[src/rtl/door_lock_keypad_ctrl.sv]
// Purpose : keypad front-end for door_lock_FSM; buffers hex digits, submits code, runs unlock/lockout timers.
// Latency : o_confirm one cycle after enter; verdict window counts from the confirm strobe (RESP_TIMEOUT cycles).
// Backpressure: none; key strobes arriving while busy (CONFIRM/WAIT_RESP/UNLOCKED/LOCKOUT) are dropped.
module door_lock_keypad_ctrl #(
    parameter int DIGITS         = 3,
    parameter int ENTRY_TIMEOUT  = 1000,
    parameter int RESP_TIMEOUT   = 8,
    parameter int UNLOCK_CYCLES  = 500,
    parameter int LOCKOUT_CYCLES = 2000
) (
    input  logic                  i_clk,
    input  logic                  i_reset_n,
    input  logic                  i_key_valid,
    input  logic [3:0]            i_key_code,
    input  logic                  i_key_enter,
    input  logic                  i_key_clear,
    input  logic                  i_correct,
    input  logic                  i_incorrect,
    input  logic [1:0]            i_trials,
    output logic [4*DIGITS-1:0]   o_password,
    output logic                  o_confirm,
    output logic                  o_unlock,
    output logic                  o_busy,
    output logic                  o_error,
    output logic [1:0]            o_digit_cnt,
    output logic [2:0]            o_state
);

    localparam int PW_W   = 4 * DIGITS;
    localparam int T_A    = (ENTRY_TIMEOUT > RESP_TIMEOUT) ? ENTRY_TIMEOUT : RESP_TIMEOUT;
    localparam int T_B    = (UNLOCK_CYCLES > LOCKOUT_CYCLES) ? UNLOCK_CYCLES : LOCKOUT_CYCLES;
    localparam int T_MAX  = (T_A > T_B) ? T_A : T_B;
    localparam int TW     = (T_MAX > 1) ? $clog2(T_MAX) : 1;

    // Each timer load is "cycles - 1": the state exits on the cycle the counter reads zero.
    localparam logic [TW-1:0] ENTRY_LOAD  = TW'(ENTRY_TIMEOUT - 1);
    // The CONFIRM cycle is the first cycle of the verdict window, so WAIT_RESP holds one fewer.
    localparam logic [TW-1:0] RESP_LOAD   = TW'(RESP_TIMEOUT - 2);
    localparam logic [TW-1:0] UNLOCK_LOAD = TW'(UNLOCK_CYCLES - 1);
    localparam logic [TW-1:0] LOCK_LOAD   = TW'(LOCKOUT_CYCLES - 1);
    localparam logic [1:0]    DIG_N       = 2'(DIGITS);

    typedef enum logic [2:0] {
        S_IDLE      = 3'd0,
        S_ENTRY     = 3'd1,
        S_CONFIRM   = 3'd2,
        S_WAIT_RESP = 3'd3,
        S_UNLOCKED  = 3'd4,
        S_LOCKOUT   = 3'd5
    } state_t;

    state_t         state;
    logic [TW-1:0]  timer;

    assign o_state = state;

    // Busy covers every state in which digit/enter strobes are ignored.
    assign o_busy = (state == S_CONFIRM) || (state == S_WAIT_RESP) ||
                    (state == S_UNLOCKED) || (state == S_LOCKOUT);

    // Main sequencer: digit buffer, submit handshake, verdict handling and shared down-counter.
    always_ff @(posedge i_clk or negedge i_reset_n) begin
        if (!i_reset_n) begin
            state       <= S_IDLE;
            timer       <= '0;
            o_password  <= '0;
            o_digit_cnt <= '0;
            o_confirm   <= 1'b0;
            o_unlock    <= 1'b0;
            o_error     <= 1'b0;
        end else begin
            o_confirm <= 1'b0;
            o_error   <= 1'b0;
            case (state)
                S_IDLE, S_ENTRY: begin
                    if (i_key_clear) begin
                        o_password  <= '0;
                        o_digit_cnt <= '0;
                        timer       <= '0;
                        state       <= S_IDLE;
                    end else if (i_key_enter) begin
                        timer <= '0;
                        if (o_digit_cnt == DIG_N) begin
                            o_confirm <= 1'b1;
                            state     <= S_CONFIRM;
                        end else begin
                            // Short entry: discard and flag it.
                            o_password  <= '0;
                            o_digit_cnt <= '0;
                            o_error     <= 1'b1;
                            state       <= S_IDLE;
                        end
                    end else if (i_key_valid) begin
                        // Extra digits past a full buffer are dropped but still keep the entry alive.
                        if (o_digit_cnt != DIG_N) begin
                            o_password  <= {o_password[PW_W-5:0], i_key_code};
                            o_digit_cnt <= o_digit_cnt + 2'd1;
                        end
                        timer <= ENTRY_LOAD;
                        state <= S_ENTRY;
                    end else if (state == S_ENTRY) begin
                        if (timer == '0) begin
                            // Abandoned entry: silently discard.
                            o_password  <= '0;
                            o_digit_cnt <= '0;
                            state       <= S_IDLE;
                        end else begin
                            timer <= timer - 1'b1;
                        end
                    end
                end

                S_CONFIRM: begin
                    timer <= RESP_LOAD;
                    state <= S_WAIT_RESP;
                end

                S_WAIT_RESP: begin
                    if (i_incorrect) begin
                        // Incorrect wins over a simultaneous correct.
                        o_password  <= '0;
                        o_digit_cnt <= '0;
                        if (i_trials == 2'd0) begin
                            timer <= LOCK_LOAD;
                            state <= S_LOCKOUT;
                        end else begin
                            timer <= '0;
                            state <= S_IDLE;
                        end
                    end else if (i_correct) begin
                        o_password  <= '0;
                        o_digit_cnt <= '0;
                        o_unlock    <= 1'b1;
                        timer       <= UNLOCK_LOAD;
                        state       <= S_UNLOCKED;
                    end else if (timer == '0) begin
                        o_password  <= '0;
                        o_digit_cnt <= '0;
                        o_error     <= 1'b1;
                        state       <= S_IDLE;
                    end else begin
                        timer <= timer - 1'b1;
                    end
                end

                S_UNLOCKED: begin
                    if (i_key_clear || (timer == '0)) begin
                        o_unlock <= 1'b0;
                        timer    <= '0;
                        state    <= S_IDLE;
                    end else begin
                        timer <= timer - 1'b1;
                    end
                end

                S_LOCKOUT: begin
                    // All keypad inputs, clear included, are ignored here.
                    if (timer == '0) begin
                        state <= S_IDLE;
                    end else begin
                        timer <= timer - 1'b1;
                    end
                end

                default: begin
                    o_unlock <= 1'b0;
                    timer    <= '0;
                    state    <= S_IDLE;
                end
            endcase
        end
    end

endmodule

[config.mk]
export PLATFORM = sky130hd
export DESIGN_NAME = door_lock_keypad_ctrl
export DESIGN_NICKNAME = d
export VERILOG_FILES = /design/src/rtl/door_lock_keypad_ctrl.sv
export SDC_FILE = /design/constraint.sdc
export NUM_CORES = 1
export LEC_CHECK = 0
export ABC_AREA = 1
export BUFFER_PORTS_ARGS = -buffer_cell sky130_fd_sc_hd__clkbuf_2
export CORE_ASPECT_RATIO = 1.75
export CORE_MARGIN = 4
export CORE_UTILIZATION = 51
export DETAILED_ROUTE_END_ITERATION = 7
export PLACE_DENSITY = 0.76
export SYNTH_ARGS = -nofsm -noshare
export SYNTH_HDL_FRONTEND = slang
export SYNTH_SLANG_ARGS = --single-unit
export TNS_END_PERCENT = 10
[constraint.sdc]
create_clock -name i_clk -period 1.7 [get_ports i_clk]
set_input_delay 0.255 -clock i_clk [delete_from_list [all_inputs] [get_ports i_clk]]
set_output_delay 0.255 -clock i_clk [all_outputs]
set_load 0.005 [all_outputs]
==> impl_metrics.py, run 1 <==
metrics = {
    "worst_hold_path": {
        "hold_start": "i_key_code[1]",
        "hold_path.class": "input port to register",
        "min_to": "o_password[1]",
        "hold-path-cell-count": 3,
    },
    "die": {
        "start_util": 0.5406,
        "core_area_um2": 3941,
        "die-area_um2": 5317,
        "die_y_um": 93.51,
        "die_w_um": 56.86,
        "num_rows": 30,
        "io_pins": 34,
    },
    "synth": {
        "syn_area_um2": 2131,
        "synth-seq-cells": 31,
        "synth_top_area_cell": "dfrtp_1",
        "syn-instance-count": 309,
        "synth_top_area_frac": 0.3641,
        "synth_area_per_cell_um2": 6.896,
        "yosysSeqAreaShare": 0.3641,
        "synthesis.nets": 324,
        "yosysUniqueCellTypes": 31,
        "yosysWarnings": 0,
        "ys_top_cells_by_area": "dfrtp_1, nand2_1, nand3_1",
    },
    "sta": {
        "slew_viol_final": 0,
        "tightest_slew_ps": 433.5,
        "slew_headroom": 0.7110,
        "setup_viol": 1,
        "setup_ws_ps": -5.682,
        "max_freq_mhz": 586.3,
        "min_period_over_period": 1.003,
        "skew_ps": 3.935,
        "finalCriticalPeriod_ps": 1706,
        "hold_viol_final": 0,
        "rsz0062_at_grt": "true",
    },
    "detailed_routing": {
        "via_count": 2393,
        "via_per_inst": 5.657,
        "route.met2.wl_mm": 3.530,
        "wl_mm": 6.620,
        "drc_errors": 0,
        "highest_layer": "met4",
        "drt_iter0_drc": 108,
        "firstDrtPassIters": 5,
        "final_antenna_net_count": 0,
        "wl_met1_mm": 2.297,
        "wl_per_cell_um": 15.65,
        "met3WireLength_um": 418,
    },
    "power": {
        "pwr-share-comb": 0.383,
        "switchingPower_w": 0.0008915,
        "p_leak_nw": 1.549,
        "power.share.clock": 0.262,
        "seqPwrFrac": 0.354,
        "intPower_w": 0.001418,
        "pwr_density_cell_nw_per_um2": 818.4,
        "switching_share": 0.3861,
        "power.total_w": 0.002309,
        "peakVddDrop_uv": 642.6,
    },
    "critical_path": {
        "crit_fanout": 4,
        "critPathKind": "register to register",
        "slowest_delay_ps": 390,
        "reg2reg_to": "timer[0]",
        "path_common_cell": "nand2_1",
        "critPathArrivalTime_ps": 1890,
        "crit_path_cell_trace": "inv_2 > ha_4 > nand3_4 > nor2_4 > nand3_2 > nand2_1 > nand3_1 > nand2_1 > nand2_1 > nand2_1 > nand2_1",
        "start_kind": "register",
        "r2r_start": "timer[1]",
        "r2r_slack_ps": -6,
        "worstSetupEndpointType": "register",
        "cpMaxStageDelayCell": "dfrtp_1",
        "r2r_cells": 11,
        "required_ps": 1890,
    },
    "grt": {
        "grt_pass1_vias": 2398,
        "antenna_found_initial": 0,
        "grt_max_degree": 27,
        "grt.total_usage": 0.2627,
        "grt_pass1_wl_mm": 10.85,
        "globalRouteOverflowTotal": 0,
    },
    "cts": {
        "numCtsBuffers": 5,
        "clk_transition_reported_paths_ps": 70,
        "cts_buffer_depth": 2,
        "htree_levels": 2,
        "clkSinkCount": 31,
        "clk_latency_ps": 290,
        "cts_tree": "done",
        "root_buffer": "clkbuf_8",
    },
    "finish": {
        "instances_no_fill": 423,
        "antennaDiodeCount": 0,
        "syn_to_final_growth_pct": 32.41,
        "nets": 389,
        "drive_gt1_frac": 0.3333,
    },
    "placement": {
        "io_buffers": 33,
        "dp_hpwl_mm": 4.861,
        "gp_congestion": 0.9492,
        "placedCellCount": 404,
    },
    "outcome": {
        "status": "finished with violations",
        "violations": "negative setup slack",
    },
    "job": {
        "maxCapViolations": 0,
    },
}
-- sequential cells by signal, indices dropped and copies added (netlist names) --
register     flops
o_password      12
o_unlock         1
o_digit_cnt      2
o_state          3
timer           11
o_confirm        1
o_error          1
-- cell type report --
class / count / area (um2)
Multi-Input combinational cell: 232 / 1309
Fill cell: 325 / 1120
Sequential cell: 31 / 777.0
Timing Repair Buffer: 63 / 425.4
Inverter: 41 / 161.4
Clock buffer: 5 / 68.82
Tap cell: 48 / 60.06
Clock inverter: 3 / 20.02
-- layer usage --
layer	up-vias	global-route usage
met5	-	0
met4	0	0.1741
met3	33	0.03729
met2	113	0.4691
met1	1110	0.2794
li1	1137	-
-- how the worst max path moves through the flow --
stage / startpoint / to / slack [ps] / cells past startpoint
after floorplan: timer[0] / timer[7] / 40 / 11
after global placement: timer[0] / timer[7] / -140 / 11
after detailed placement: timer[1] / timer[7] / -150 / 11
after CTS: o_state[1] / o_busy / 4 / 7
after global routing: timer[1] / timer[0] / -170 / 12
final: timer[1] / timer[0] / -6 / 11
-- synthesized netlist by cell type --
cell,instances
nand2_1,94
nand3_1,66
dfrtp_1,31
inv_1,26
nor2_1,17
inv_2,15
o21ai_0,10
a21oi_1,5
xor2_1,5
nand4_1,4
o211ai_1,4
buf_2,3
nor2_2,3
o21ai_1,3
buf_6,2
ha_1,2
nand2_2,2
nand2_4,2
nand3_2,2
nor2_4,2
a21oi_2,1
and2_1,1
clkbuf_1,1
nand3_4,1
nand4_2,1
nor3_2,1
nor3_4,1
o211a_1,1
o22ai_1,1
or2_1,1
xnor2_1,1
-- through the flow --
step                hold WS [ps]  TNS [ps]  worst slack (ps)    util  cell area [um2]
floorplan                 -40.59         0             39.41       -             2131
global placement           210.9    -847.7            -135.8  0.6317             2490
detailed placement         214.8     -1492            -153.9  0.6317             2490
CTS                        198.2         0             3.987  0.6895             2718
global route               225.5     -1092            -173.1  0.7159             2821
finish                     195.9    -5.682            -5.682  0.7159             2821
-- cell families (layout without fill, tap and decap cells) --
kind of cell | count (synthesis) | in the layout | share of synthesized area
AOI/OAI and AO/OA | 25 | 25 | 0.06812
and+or+nand+nor | 198 | 199 | 0.4398
buffers and inverters | 47 | 112 | 0.09159
adders and majority gates | 2 | 2 | 0.01174
xor gates and xnor gates | 6 | 6 | 0.02466
DFF | 31 | 31 | 0.3641
-- placed cells by master (no fill, tap or decap), types with 5 or more instances in the layout --
cell,netlist,layout
nand2_2,2,6
nand3_2,2,6
nand2_1,94,90
inv_2,15,17
buf_4,0,25
nor2_1,17,13
nand3_1,66,59
nor2_2,3,6
nand3_4,1,5
dfrtp_1,31,30
inv_1,26,22
clkbuf_8,0,5
clkbuf_2,0,33
o21ai_0,10,9
-- repair_timing --
item | 4_1_cts | 5_1_grt
endpoints found under the hold margin | 15 | 0
pin swaps | 3 | 15
gates resized for setup | 15 | 23
cloned | 1 | 0
buffers inserted | 8 | 1
hold buffers | 1 | 0
endpoints found under the setup margin | 26 | 28
-- worst max-delay path: cells and delay by family, from the launching register on --
family                   cells  cell delay (ps)
adder cells (fa/ha/maj)      1              160
buffers and inverters        1               90
flip-flops                   1              390
AND/OR/NAND/NOR              9              950
-- power by group through the flow --
stage               registers, W  logic [W]  clock network, W
global placement        0.000828   0.000663                 0
CTS                     0.000817   0.000782          0.000606
global route            0.000825   0.000958          0.000641
detailed placement      0.000829   0.000675                 0
finish                  0.000818   0.000885          0.000606
floorplan               0.000825   0.000432                 0
Power figures use the tool's default switching activity.
==> run 2: changes to the inputs <==
--- a/config.mk
+++ b/config.mk
@@ -6,9 +6,9 @@
 export NUM_CORES = 1
 export LEC_CHECK = 0
 export ABC_AREA = 1
-export BUFFER_PORTS_ARGS = -buffer_cell sky130_fd_sc_hd__clkbuf_2
+export BUFFER_PORTS_ARGS = -buffer_cell sky130_fd_sc_hd__buf_2
 export CORE_ASPECT_RATIO = 1.75
-export CORE_MARGIN = 4
+export CORE_MARGIN = 1.5
 export CORE_UTILIZATION = 51
 export DETAILED_ROUTE_END_ITERATION = 7
 export PLACE_DENSITY = 0.76
==> run 2 against run 1 <==
The run still ends with negative setup slack left. Register-to-register slack barely moved. Clock power down 4.3%. Clock-buffer cell count increased by 2. Largest cell class unchanged. Hold slack worse by 190 ps. Combinational power is 0.5% higher. Via count up 1.0%.
==> impl_metrics.py, run 2 (synthesis results as in run 1) <==
metrics = {
    "outcome": {
        "status": "finished with violations",
        "violations": "negative setup slack",
    },
    "sta": {
        "max_freq_mhz": 567.8,
        "tightest_slew_ps": 685.7,
        "slew_headroom": 0.5429,
        "slew_viol_final": 0,
        "whs_ps": 2.295,
        "hold_viol_final": 0,
        "min_period_over_period": 1.036,
        "setup_viol": 6,
        "skew_ps": 9.627,
        "rsz0062_at_grt": "true",
        "setup_ws_ps": -61.25,
        "finalCriticalPeriod_ps": 1761,
    },
    "grt": {
        "grt_pass1_wl_mm": 9.963,
        "grt_pass1_vias": 2275,
        "grt_max_degree": 32,
        "grt.total_usage": 0.2964,
        "antenna_found_initial": 0,
        "globalRouteOverflowTotal": 0,
    },
    "die": {
        "die-area_um2": 4590,
        "start_util": 0.5406,
        "core_area_um2": 3941,
        "num_rows": 30,
        "io_pins": 34,
        "die_w_um": 51.86,
        "die_y_um": 88.51,
    },
    "cts": {
        "postCtsHoldBufs": 0,
        "cts_tree": "done",
        "root_buffer": "clkbuf_8",
        "clkSinkCount": 31,
        "htree_levels": 2,
        "clk_latency_ps": 290,
        "clk_transition_reported_paths_ps": 70,
        "cts_buffer_depth": 2,
        "numCtsBuffers": 5,
    },
    "finish": {
        "antennaDiodeCount": 0,
        "largest-register": "o_password",
        "final_common_cell": "nand2_1",
        "drive_gt1_frac": 0.3342,
        "fill_cells": 341,
        "largest_reg_flops": 12,
        "syn_to_final_growth_pct": 31.83,
        "mostFrequentLayoutCells": "nand2_1, nand3_1, buf_4",
        "nets": 397,
    },
    "critical_path": {
        "r2r_slack_ps": -10,
        "start_kind": "register",
        "crit_fanout": 5,
        "reg2reg_to": "o_password[8]",
        "crit_path_start": "o_state[1]",
        "r2r_start": "o_state[1]",
        "required_ps": 1440,
        "endpoint": "o_busy",
        "worstSetupEndpointType": "primary output",
        "critPathArrivalTime_ps": 1510,
        "critPathKind": "register to primary output",
        "r2r_cells": 9,
    },
    "placement": {
        "dp_hpwl_mm": 4.813,
        "io_buffers": 33,
        "gp_congestion": 0.9351,
    },
    "power": {
        "peakVddDrop_uv": 603.4,
        "p_leak_nw": 1.589,
        "power.total_w": 0.002284,
        "pwr_density_cell_nw_per_um2": 813.0,
    },
    "job": {
        "maxCapViolations": 0,
    },
    "detailed_routing": {
        "wl_mm": 6.663,
        "drc_errors": 0,
        "final_antenna_net_count": 0,
        "via_count": 2418,
        "drt_iter0_drc": 70,
        "via_per_inst": 5.610,
        "firstDrtPassIters": 4,
        "wl_per_cell_um": 15.46,
    },
    "worst_hold_path": {
        "hold_path.class": "input port to asynchronous set/reset pin",
    },
}
==> run 2: cell count changes in the layout (fill, tap and decap cells not counted), sizes merged <==
cell         previous run  this run
dlygate4sd3             1         0
clkbuf                 38         7
nand3                  70        69
clkinvlp                2         1
buf                    29        71
==> run 2: final cells by class <==
cell class              count  area, um2  share of cell area
clock buffers               7      76.32             0.02717
flip-flops and latches     31      775.7              0.2762
repair inverters            1      7.507            0.002673
well taps                  48      60.06             0.02138
clock inverters             1      5.005            0.001782
inverters                  41      156.4             0.05568
multi-input cells         231       1270              0.4521
repair buffers             71      457.9              0.1630
==> run 2: through the flow <==
step	cell area [um2]	cells	setup slack, ps	utilization	setup TNS [ps]
global route	2809	431	-118.8	0.7127	-1254
detailed placement	2532	413	-79.94	0.6425	-406.2
floorplan	2131	309	39.41	-	0
finish	2809	431	-61.25	0.7127	-94.01
global placement	2532	413	-24.64	0.6425	-91.36
CTS	2701	427	16.05	0.6854	0
==> run 2: worst min-delay path by stage <==
stage,from,endpoint,slack (ps),cells past startpoint
floorplan,i_reset_n,o_confirm,-40,0
global placement,i_reset_n,o_state[2],350,1
detailed placement,i_reset_n,timer[5],340,1
CTS,i_reset_n,timer[6],40,1
global route,i_reset_n,timer[10],70,1
finish,i_reset_n,timer[5],2,1
==> run 2: repair_timing <==
| item | 4_1_cts | 5_1_grt |
|---|---|---|
| buffers inserted | 5 | 4 |
| cloned | 1 | 0 |
| setup endpoints to repair | 23 | 26 |
| resized for setup | 11 | 21 |
| pin swaps | 3 | 9 |
==> run 2: critical path, stage by stage, from the launching register on <==
cell and delay (ps):
dfrtp_1 460, nand2_2 130, nor2_4 190, inv_2 60, buf_4 160, nand4_1 100
buf_2 120
==> run 2: routing by layer <==
metal	global-route usage	wire, um	part of all wire
met2	0.5581	3684	0.55
met3	0.03209	262	0.039
met1	0.2800	2310	0.35
met4	0.2225	406	0.061
met5	0	0	0
==> run 2: power breakdown <==
part / switching (W) / internal (W) / leakage, nW
Sequential: 0.0000363 / 0.000779 / 0.422
Combinational: 0.000514 / 0.000375 / 1.12
Clock: 0.000292 / 0.000287 / 0.0422
